File: src/rtl/fetch_pkg.sv
// Shared definitions for the instruction fetch front end: FSM state
// encoding, opcode field position and the default reset PC.
package fetch_pkg;

  typedef enum logic [1:0] {
    ST_IDLE = 2'd0,
    ST_REQ  = 2'd1,
    ST_DONE = 2'd2
  } fetch_state_e;

  localparam int unsigned OPCODE_MSB       = 31;
  localparam int unsigned OPCODE_LSB       = 26;
  localparam int unsigned DEFAULT_RESET_PC = 0;

endpackage

File: src/rtl/fetch_timeout_counter.sv
// Watchdog counter for outstanding fetch requests. Counts REQ cycles in
// which memory has not answered; 'expired' flags the cycle whose count
// step would reach LIMIT, so the request is abandoned after exactly LIMIT
// unanswered cycles. Only instantiated when FETCH_TIMEOUT_EN is defined.
module fetch_timeout_counter #(
  parameter int unsigned LIMIT = 255
) (
  input  logic clk,
  input  logic rst_n,
  input  logic clear,
  input  logic count_en,
  output logic expired
);

  localparam int unsigned CNT_W = $clog2(LIMIT + 1);

  logic [CNT_W-1:0] count_q;

  // Wait-cycle counter: cleared outside REQ, steps on each unanswered cycle.
  always_ff @(posedge clk or negedge rst_n) begin
    if (!rst_n) begin
      count_q <= '0;
    end else if (clear) begin
      count_q <= '0;
    end else if (count_en) begin
      count_q <= count_q + CNT_W'(1);
    end else begin
      count_q <= count_q;
    end
  end

  assign expired = count_en && (count_q == CNT_W'(LIMIT - 1));

endmodule

File: src/rtl/instruction_fetch_unit.sv
// Instruction fetch front end: owns PC and instruction register, issues
// word reads over a req/ready handshake and pulses instr_valid when a new
// instruction is latched. Optional request watchdog: FETCH_TIMEOUT_EN.
module instruction_fetch_unit
  import fetch_pkg::*;
#(
  parameter int unsigned ADDR_W         = 16,
  parameter int unsigned INSTR_W        = 32,
  parameter int unsigned RESET_PC       = DEFAULT_RESET_PC,
  parameter int unsigned TIMEOUT_CYCLES = 255
) (
  input  logic               clk,
  input  logic               rst_n,
  input  logic               fetch_start,
  input  logic               pc_load,
  input  logic [ADDR_W-1:0]  pc_target,
  output logic               mem_req,
  output logic [ADDR_W-1:0]  mem_addr,
  input  logic               mem_ready,
  input  logic [INSTR_W-1:0] mem_rdata,
  output logic [INSTR_W-1:0] instr,
  output logic [5:0]         opcode,
  output logic               instr_valid,
  output logic [ADDR_W-1:0]  pc,
  output logic               fetch_busy,
  output logic               fetch_err
);

  fetch_state_e        state_q;
  logic [ADDR_W-1:0]   pc_q;
  logic [ADDR_W-1:0]   pc_d;
  logic [INSTR_W-1:0]  instr_q;
  logic                instr_valid_q;
  logic                mem_req_q;
  logic                fetch_busy_q;
  logic                fetch_err_q;
  logic                handshake_s;
  logic                timeout_expired_s;

  assign handshake_s = (state_q == ST_REQ) && mem_ready;

`ifdef FETCH_TIMEOUT_EN
  fetch_timeout_counter #(
    .LIMIT (TIMEOUT_CYCLES)
  ) u_timeout (
    .clk      (clk),
    .rst_n    (rst_n),
    .clear    (state_q != ST_REQ),
    .count_en ((state_q == ST_REQ) && !mem_ready),
    .expired  (timeout_expired_s)
  );
`else
  // Watchdog compiled out: a request waits for memory indefinitely.
  assign timeout_expired_s = 1'b0 & (TIMEOUT_CYCLES == 0);
`endif

  // Next PC: a redirect beats the post-fetch increment; max address wraps.
  always_comb begin
    pc_d = pc_q;
    if (pc_load) begin
      pc_d = pc_target;
    end else if (handshake_s) begin
      pc_d = pc_q + ADDR_W'(1);
    end else begin
      pc_d = pc_q;
    end
  end

  // Fetch FSM with registered handshake/status outputs and PC/IR update.
  always_ff @(posedge clk or negedge rst_n) begin
    if (!rst_n) begin
      state_q       <= ST_IDLE;
      pc_q          <= ADDR_W'(RESET_PC);
      instr_q       <= '0;
      instr_valid_q <= 1'b0;
      mem_req_q     <= 1'b0;
      fetch_busy_q  <= 1'b0;
      fetch_err_q   <= 1'b0;
    end else begin
      pc_q          <= pc_d;
      instr_valid_q <= 1'b0;
      case (state_q)
        ST_IDLE, ST_DONE: begin
          if (fetch_start) begin
            state_q      <= ST_REQ;
            mem_req_q    <= 1'b1;
            fetch_busy_q <= 1'b1;
          end else begin
            state_q      <= ST_IDLE;
            mem_req_q    <= 1'b0;
            fetch_busy_q <= 1'b0;
          end
        end
        ST_REQ: begin
          if (mem_ready) begin
            instr_q       <= mem_rdata;
            instr_valid_q <= 1'b1;
            state_q       <= ST_DONE;
            mem_req_q     <= 1'b0;
            fetch_busy_q  <= 1'b0;
          end else if (timeout_expired_s) begin
            // Abandon the request; instr and pc are left untouched.
            fetch_err_q  <= 1'b1;
            state_q      <= ST_IDLE;
            mem_req_q    <= 1'b0;
            fetch_busy_q <= 1'b0;
          end else begin
            state_q <= ST_REQ;
          end
        end
        default: begin
          state_q      <= ST_IDLE;
          mem_req_q    <= 1'b0;
          fetch_busy_q <= 1'b0;
        end
      endcase
    end
  end

  assign mem_req     = mem_req_q;
  assign mem_addr    = pc_q;
  assign pc          = pc_q;
  assign instr       = instr_q;
  assign opcode      = instr_q[OPCODE_MSB:OPCODE_LSB];
  assign instr_valid = instr_valid_q;
  assign fetch_busy  = fetch_busy_q;
  assign fetch_err   = fetch_err_q;

endmodule
File: config.mk
export PLATFORM = sky130hd
export DESIGN_NAME = instruction_fetch_unit
export DESIGN_NICKNAME = d
export VERILOG_FILES = /design/src/rtl/fetch_pkg.sv /design/src/rtl/fetch_timeout_counter.sv /design/src/rtl/instruction_fetch_unit.sv
export SDC_FILE = /design/constraint.sdc
export NUM_CORES = 1
export LEC_CHECK = 0
export CAP_MARGIN = 20
export CORE_MARGIN = 5
export CORE_UTILIZATION = 43
export CTS_CLUSTER_SIZE = 12
export DETAILED_ROUTE_END_ITERATION = 10
export PLACE_DENSITY_LB_ADDON = 0.15
export SKIP_CTS_REPAIR_TIMING = 1
export SYNTH_ARGS = -nofsm -noshare
export SYNTH_HDL_FRONTEND = slang
export SYNTH_SLANG_ARGS = --single-unit
File: constraint.sdc
create_clock -name clk -period 2.4 [get_ports clk]
set_input_delay 0.24 -clock clk [delete_from_list [all_inputs] [get_ports clk]]
set_output_delay 0.24 -clock clk [all_outputs]
set_load 0.02 [all_outputs]
## Yosys cells after proc, flatten, opt, wreduce, memory -nomap -nowiden

Cells that the tools add are included.
Widths: inputs -> output; s select.

| storage, ports and cells | value |
|---|---|
| bits in registers | 52 |
| bits of input ports | 53 |
| logic and storage cells | 24 |

| operators by class | value |
|---|---|
| $add $sub $neg | 1 |
| equal/unequal tests | 3 |
| multiplexer cells | 10 |
| reductions and logical operators | 5 |

Operator list:

| cell | number |
|---|---|
| $mux 16 | 2 |
| $add 16x1->16 const B | 1 |
| $mux 1 | 5 |
| $pmux 2 s2 | 1 |
| $eq 2x1->1 const B | 1 |
| $eq 2x2->1 const B | 1 |
| $logic_not 2->1 | 1 |
| $mux 2 | 1 |
| $ne 2x2->1 const B | 1 |
| $pmux 1 s2 | 1 |
| $reduce_and 2->1 | 1 |
| $reduce_bool 2->1 | 1 |
| $reduce_or 2->1 | 1 |
| $logic_and 1x1->1 | 1 |

## Depth between registers and ports, before layout

Gate-level depths: netlist (run 1).

| logic depth | value |
|---|---|
| depth after elaboration | 4 |
| depth in mapped cells | 6 |
| gate-level depth less buffers | 5 |

## Worst setup path after synthesis (run 1)

OpenSTA, ideal clock, no wires.

| timing path | value |
|---|---|
| kind | flip-flop to flip-flop |
| from | reg instr_valid (netlist name) |
| to | reg pc_q[15], in the netlist mem_addr[15] |
| setup time | 127 ps |
| data arrival time | 1413 ps |
| data required time | 2273 ps |
| setup slack | 860 ps |
| stages on the path, launching flop included | 5 |
| buffers on the path | 0 |
| period minus slack after synthesis | 1540 ps |
| cell sequence | dfrtp_1 > nand3b_2 > nor4_4 > mux2i_1 > nand3_1 |

RTL lines:

| element | RTL line | RTL |
|---|---|---|
| end signal, assigned | instruction_fetch_unit.sv:73 | `pc_q <= ADDR_W'(RESET_PC);` |
| end signal, assigned | instruction_fetch_unit.sv:80 | `pc_q <= pc_d;` |
| end, declared | instruction_fetch_unit.sv:30 | `logic [ADDR_W-1:0] pc_q;` |

## Final worst setup path (run 1)

| timing path | value |
|---|---|
| from | reg pc_q[10], in the netlist mem_addr[10] |
| to | out mem_addr[10] |

RTL lines:

| element | RTL line | RTL |
|---|---|---|
| end, declared | instruction_fetch_unit.sv:18 | `output logic [ADDR_W-1:0] mem_addr,` |

No word-level cell between the ends.

==> qor.csv, run 1 <==
metric,value,unit
Clock Latency Late Sink,0.30,ns
top routing layer used,met4,
initial DRC count,53,
Crit. End Element,output port,
Post-synth EDFFs,0,
Tot Pwr,0.00310,W
top_reg_cell synth,dfrtp_1,
Routed Antenna Nets,0,
H-tree Lvls,2,
nets@finish,426,
initial antenna violation count,0,
syn_area_per_cell,9.10,sq um
Crit path largest cell delay,0.66,ns
worst setup slack after layout,0.698,ns
worst-path maximum fanout,8,
Setup-failing EPs final,0,
number of synthesized register bits,51,
WP data arrival,1.46,ns
Pre-antenna DRT Iters,4,
GRT Util Overall,17.0,%
largest net degree at the start of global routing,52,
Power Dens Cells,838,nW/um^2
RSZ-0062 raised after global routing,false,
routed wl met3,605,microns
DPL Wire Length,4590,microns
Die X,85.6,microns
post-route cell area,3700,sq um
CP cell instances,clkdlybuf4s50_1,
ranking of synthesized cells by area,"dfrtp_1, nand2_1, buf_4",
# DRC,0,
Area growth syn-to-layout,50.8,%
worst vdd ir,0.462,mV
CTS tree,done,
register area share after synthesis,51.9,%
Synth Instances,270,
Mapped Area,2460,sq um
Die ar.,7330,sq um
min cycle time layout,1.70,ns
met1 wire length,2470,microns
crit-path leading delay family,buffers and inverters,
status,completed,
area post-placement,3600,sq um
GP Congestion,0.777,
CTS root buffer,clkbuf_8,
Post-synth ARST share,100,%
I/O Buffers,125,
Slew HR,56.8,%
Max Cap Viol,0,
HP Class,input port to asynchronous set/reset pin,
IO Pins,127,
cell accounting for the most synthesized area,dfrtp_1,
Core Box Area,5540,sq um
Total Routed Length,6100,microns
vias per cell,4.63,
"CTS clk-pin slew, worst paths",0.09,ns
Worst Max-Slew Pin Slew,0.647,ns
critical path required time,2.16,ns
TNS Setup,0,ns
Hold Fails Final Rpt,0,
first-pass GRT wire length,9910,microns
"Slowest-stage cell, CP",clkdlybuf4s50_1,
startpoint types,register,
clock sink count,51,
met2 routed WL,3000,microns
net count after synthesis,324,
Antenna diodes,0,
most frequent cells in the layout,"clkdlybuf4s50_1, nand2_1, dfrtp_1, xnor2_1",
vias in the first global route,2023,
critical path class,register to output port,
clock skew,0.00599,ns
period utilization,70.9,%
pins over their slew limit,0,
Layout fillers,474,
FP Rows,27,
Vert. Die Dim,85.6,microns
fmax,588,MHz
area share of the leading cell type in the synthesized netlist,51.9,%
yosys warns,0,
"commonest non-fill, non-tap cell in the layout",clkdlybuf4s50_1,
leak pwr,1.66,nW
Initial Util,44.4,%
WL/cell,13.7,microns
share of layout cells above drive strength 1,6.97,%
routed vias,2062,
Cell variety after synth,33,
CTS buffer count,5,
Placement Setup Slack,0.432,ns
Worst Path Buf+Inv,1,
global route overflow,0,
maximum root-to-sink buffer count,2,
[per-layer routing]
layer,vias to the layer above,track usage (%)
met5,-,0
met4,0,3.45
met3,2,7.40
met2,66,27.7
met1,958,21.0
li1,1036,-
[synth_stat cells (2+ instances only)]
cell type	count
nand2b_1	2
nor3_2	2
clkbuf_1	6
nor2b_1	2
nand4_1	2
inv_1	3
dfrtp_1	51
buf_2	4
nand2_1	117
mux2i_1	3
buf_4	24
nand3_1	3
xor2_1	2
nor2_1	4
o21ai_1	7
nor4_2	4
xnor2_1	10
nor3_1	3
o21ai_0	7
[cell type report]
class / instances / area (sq um) / area share [%]
clock buffer: 7 / 96.3 / 2.60
timing repair buffer: 129 / 1280 / 34.4
multi-input combinational: 181 / 943 / 25.5
clock inverter: 1 / 7.51 / 0.203
inverter: 4 / 15.0 / 0.405
sequential: 51 / 1280 / 34.4
tap: 72 / 90.1 / 2.43
[where the power goes]
group	internal [W]	total (W)	switching, W
combinational	0.000652	0.00134	0.000685
clock	0.000263	0.000536	0.000273
sequential	0.00107	0.00123	0.000158
total	0.00199	0.00310	0.00112
[path summary, 6_finish.rpt]
check	start	end	slack, ns	depth (start not counted)
worst max-delay path	mem_addr[10]	mem_addr[10]	0.70	1
worst min-delay path	rst_n	mem_addr[6]	0.04	2
worst max register to register	instr_valid	mem_addr[15]	0.74	4
worst min register to register	instr[19]	instr[19]	0.48	2
max in group asynchronous	rst_n	instr[31]	1.92	2
min in group clk	mem_rdata[11]	instr[11]	0.46	3
[state kept, by name, summed over array words and instances, names as in the netlist]
signal / count
instr: 32
state_q: 1
fetch_busy: 1
instr_valid: 1
mem_addr: 16
[stage by stage]
stage	hold slack [ns]	util [%]	std cells
2_1_floorplan	-0.0556	-	270
3_3_place_gp	0.401	65.0	437
3_5_place_dp	0.391	65.0	437
4_1_cts	0.0629	66.9	445
5_1_grt	0.0910	66.9	445
6_report	0.0385	66.9	445
[cell families after synthesis]
logic type | share of synthesized area (%)
DFF | 51.9
AOI/OAI and AO/OA | 3.82
other | 0.153
xor gates and xnor gates | 4.28
muxes | 1.68
and+or+nand+nor | 28.0
adders and majority gates | 0.509
buffers and inverters | 9.67
Note: power is estimated with default switching activity, not from simulation.
==> run 2, diff against run 1 <==
- CORE_UTILIZATION: 43 -> 36
- clock period: 2.4 -> 1.5 ns (I/O delays scaled with it)
==> run 2 against run 1 <==
  * Cell count up 6.5%
  * Clock power grew 59%
  * Core utilization fell by 6.4 points
==> qor.csv, run 2 (same netlist as run 1, synthesis figures left out) <==
metric,value,unit,change
status,completed,,
leak pwr,2.24,nW,+35%
Final Core Density,60.5,%,-6.4 points
RSZ-0062 raised after global routing,true,,
Routed Antenna Nets,0,,unchanged
initial DRC count,59,,+11%
worst r2r src,instr_valid,,
Max Cap Viol,0,,unchanged
global route overflow,0,,unchanged
Core Box Area,6720,sq um,+21%
H-tree Lvls,2,,unchanged
Pre-antenna DRT Iters,4,,unchanged
GRT Util Overall,15.1,%,-1.8 points
r2r setup slk,0.02,ns,-0.72 ns
clock sink count,51,,unchanged
Largest register FFs,32,,unchanged
Clock Latency Late Sink,0.31,ns,about the same
Power Dens Cells,1240,nW/um^2,+48%
Initial Util,36.6,%,-7.8 points
first-pass GRT wire length,10500,microns,+6.3%
DPL Wire Length,4840,microns,+5.4%
GP Congestion,0.751,,-3.3%
Vert. Die Dim,92.6,microns,+8.2%
"CTS clk-pin slew, worst paths",0.10,ns,about the same
critical path class,register to register,,
largest net degree at the start of global routing,52,,unchanged
maximum root-to-sink buffer count,2,,unchanged
pins over their slew limit,0,,unchanged
Layout fillers,576,,+22%
nets@finish,447,,+4.9%
CTS tree,done,,
fmax,677,MHz,
IO Pins,127,,unchanged
CTS buffer count,5,,unchanged
clock skew,0.00365,ns,-0.00234 ns
FP Rows,30,,+11%
share of layout cells above drive strength 1,13.7,%,+6.7 points
startpoint types,register,,
vias per cell,4.61,,-0.47%
HP Class,input port to asynchronous set/reset pin,,
worst vdd ir,0.747,mV,+62%
"Slowest-stage cell, CP",dfrtp_1,,
routed vias,2186,,+6.0%
Die ar.,8580,sq um,+17%
WL/cell,13.8,microns,+0.36%
Antenna diodes,0,,unchanged
period utilization,98.4,%,
I/O Buffers,125,,unchanged
Die X,92.6,microns,+8.2%
initial antenna violation count,0,,unchanged
CP Launch Point,instr_valid,,
Crit path largest cell delay,0.43,ns,-0.23 ns
WP data arrival,1.70,ns,+0.24 ns
CTS root buffer,clkbuf_8,,
Crit. End Element,register,,
Hold WS,0.350,ns,+0.311 ns
vias in the first global route,2263,,+12%
Total Routed Length,6520,microns,+6.9%
Area growth syn-to-layout,65.4,%,
most frequent cells in the layout,"nand2_1, clkdlybuf4s50_1, dfrtp_1, dlymetal6s2s_1, buf_4",,
critical path required time,1.73,ns,-0.43 ns
worst-path maximum fanout,4,,-4
# DRC,0,,unchanged
CP cell instances,"nand3b_4, nor4_4, buf_4, nand3b_1, a31oi_1",,
Setup-failing EPs final,0,,unchanged
"commonest non-fill, non-tap cell in the layout",nand2_1,,
TNS Setup,0,ns,unchanged
min cycle time layout,1.48,ns,
Hold Fails Final Rpt,0,,unchanged
run 2: layout make-up:
type	count	area, sq um	share of cell area [%]
sequential	51	1280	31.6
tap	80	100	2.46
multi-input combinational	181	992	24.4
inverter	4	15.0	0.369
clock buffer	6	82.6	2.03
timing repair buffer	150	1570	38.7
clock inverter	2	16.3	0.400
run 2: report_power, final:
| group | total, W | internal, W | switching (W) | leakage (nW) |
|---|---|---|---|---|
| sequential | 0.00195 | 0.00172 | 0.000232 | 0.617 |
| combinational | 0.00224 | 0.00109 | 0.00114 | 1.58 |
| clock | 0.000850 | 0.000378 | 0.000473 | 0.0474 |
| total | 0.00504 | 0.00319 | 0.00185 | 2.24 |
run 2: worst paths after layout:
check | to | cells past startpoint
worst max register to register | mem_addr[11] | 5
min in group clk | instr[9] | 3
max in group asynchronous | mem_addr[6] | 3
worst min-delay path | fetch_busy | 3
worst min register to register | instr[20] | 2
worst max-delay path | mem_addr[11] | 5
run 2: layer usage:
layer / routed length (microns) / GRT usage (%) / vias up
li1: - / - / 1080
met1: 2730 / 18.5 / 1018
met2: 2940 / 23.9 / 82
met3: 781 / 7.23 / 6
met4: 68 / 3.91 / 0
met5: 0 / 0 / -
run 2: worst max-delay path: cells and delay by family (launching register included):
family,cells,cell delay [ns]
compound gates,1,0.18
buf+inv,1,0.18
flops,1,0.43
simple gates,3,0.62
run 2: through the flow:
stage | area, sq um | power (W) | cells | setup slack, ns
after floorplan | 2470 | 0.00311 | 270 | -0.0205
after global placement | 3800 | 0.00424 | 463 | -0.171
after detailed placement | 3800 | 0.00426 | 463 | -0.171
after CTS | 3900 | 0.00515 | 471 | -0.168
after global routing | 4070 | 0.00535 | 474 | -0.0680
final | 4070 | 0.00504 | 474 | 0.0233
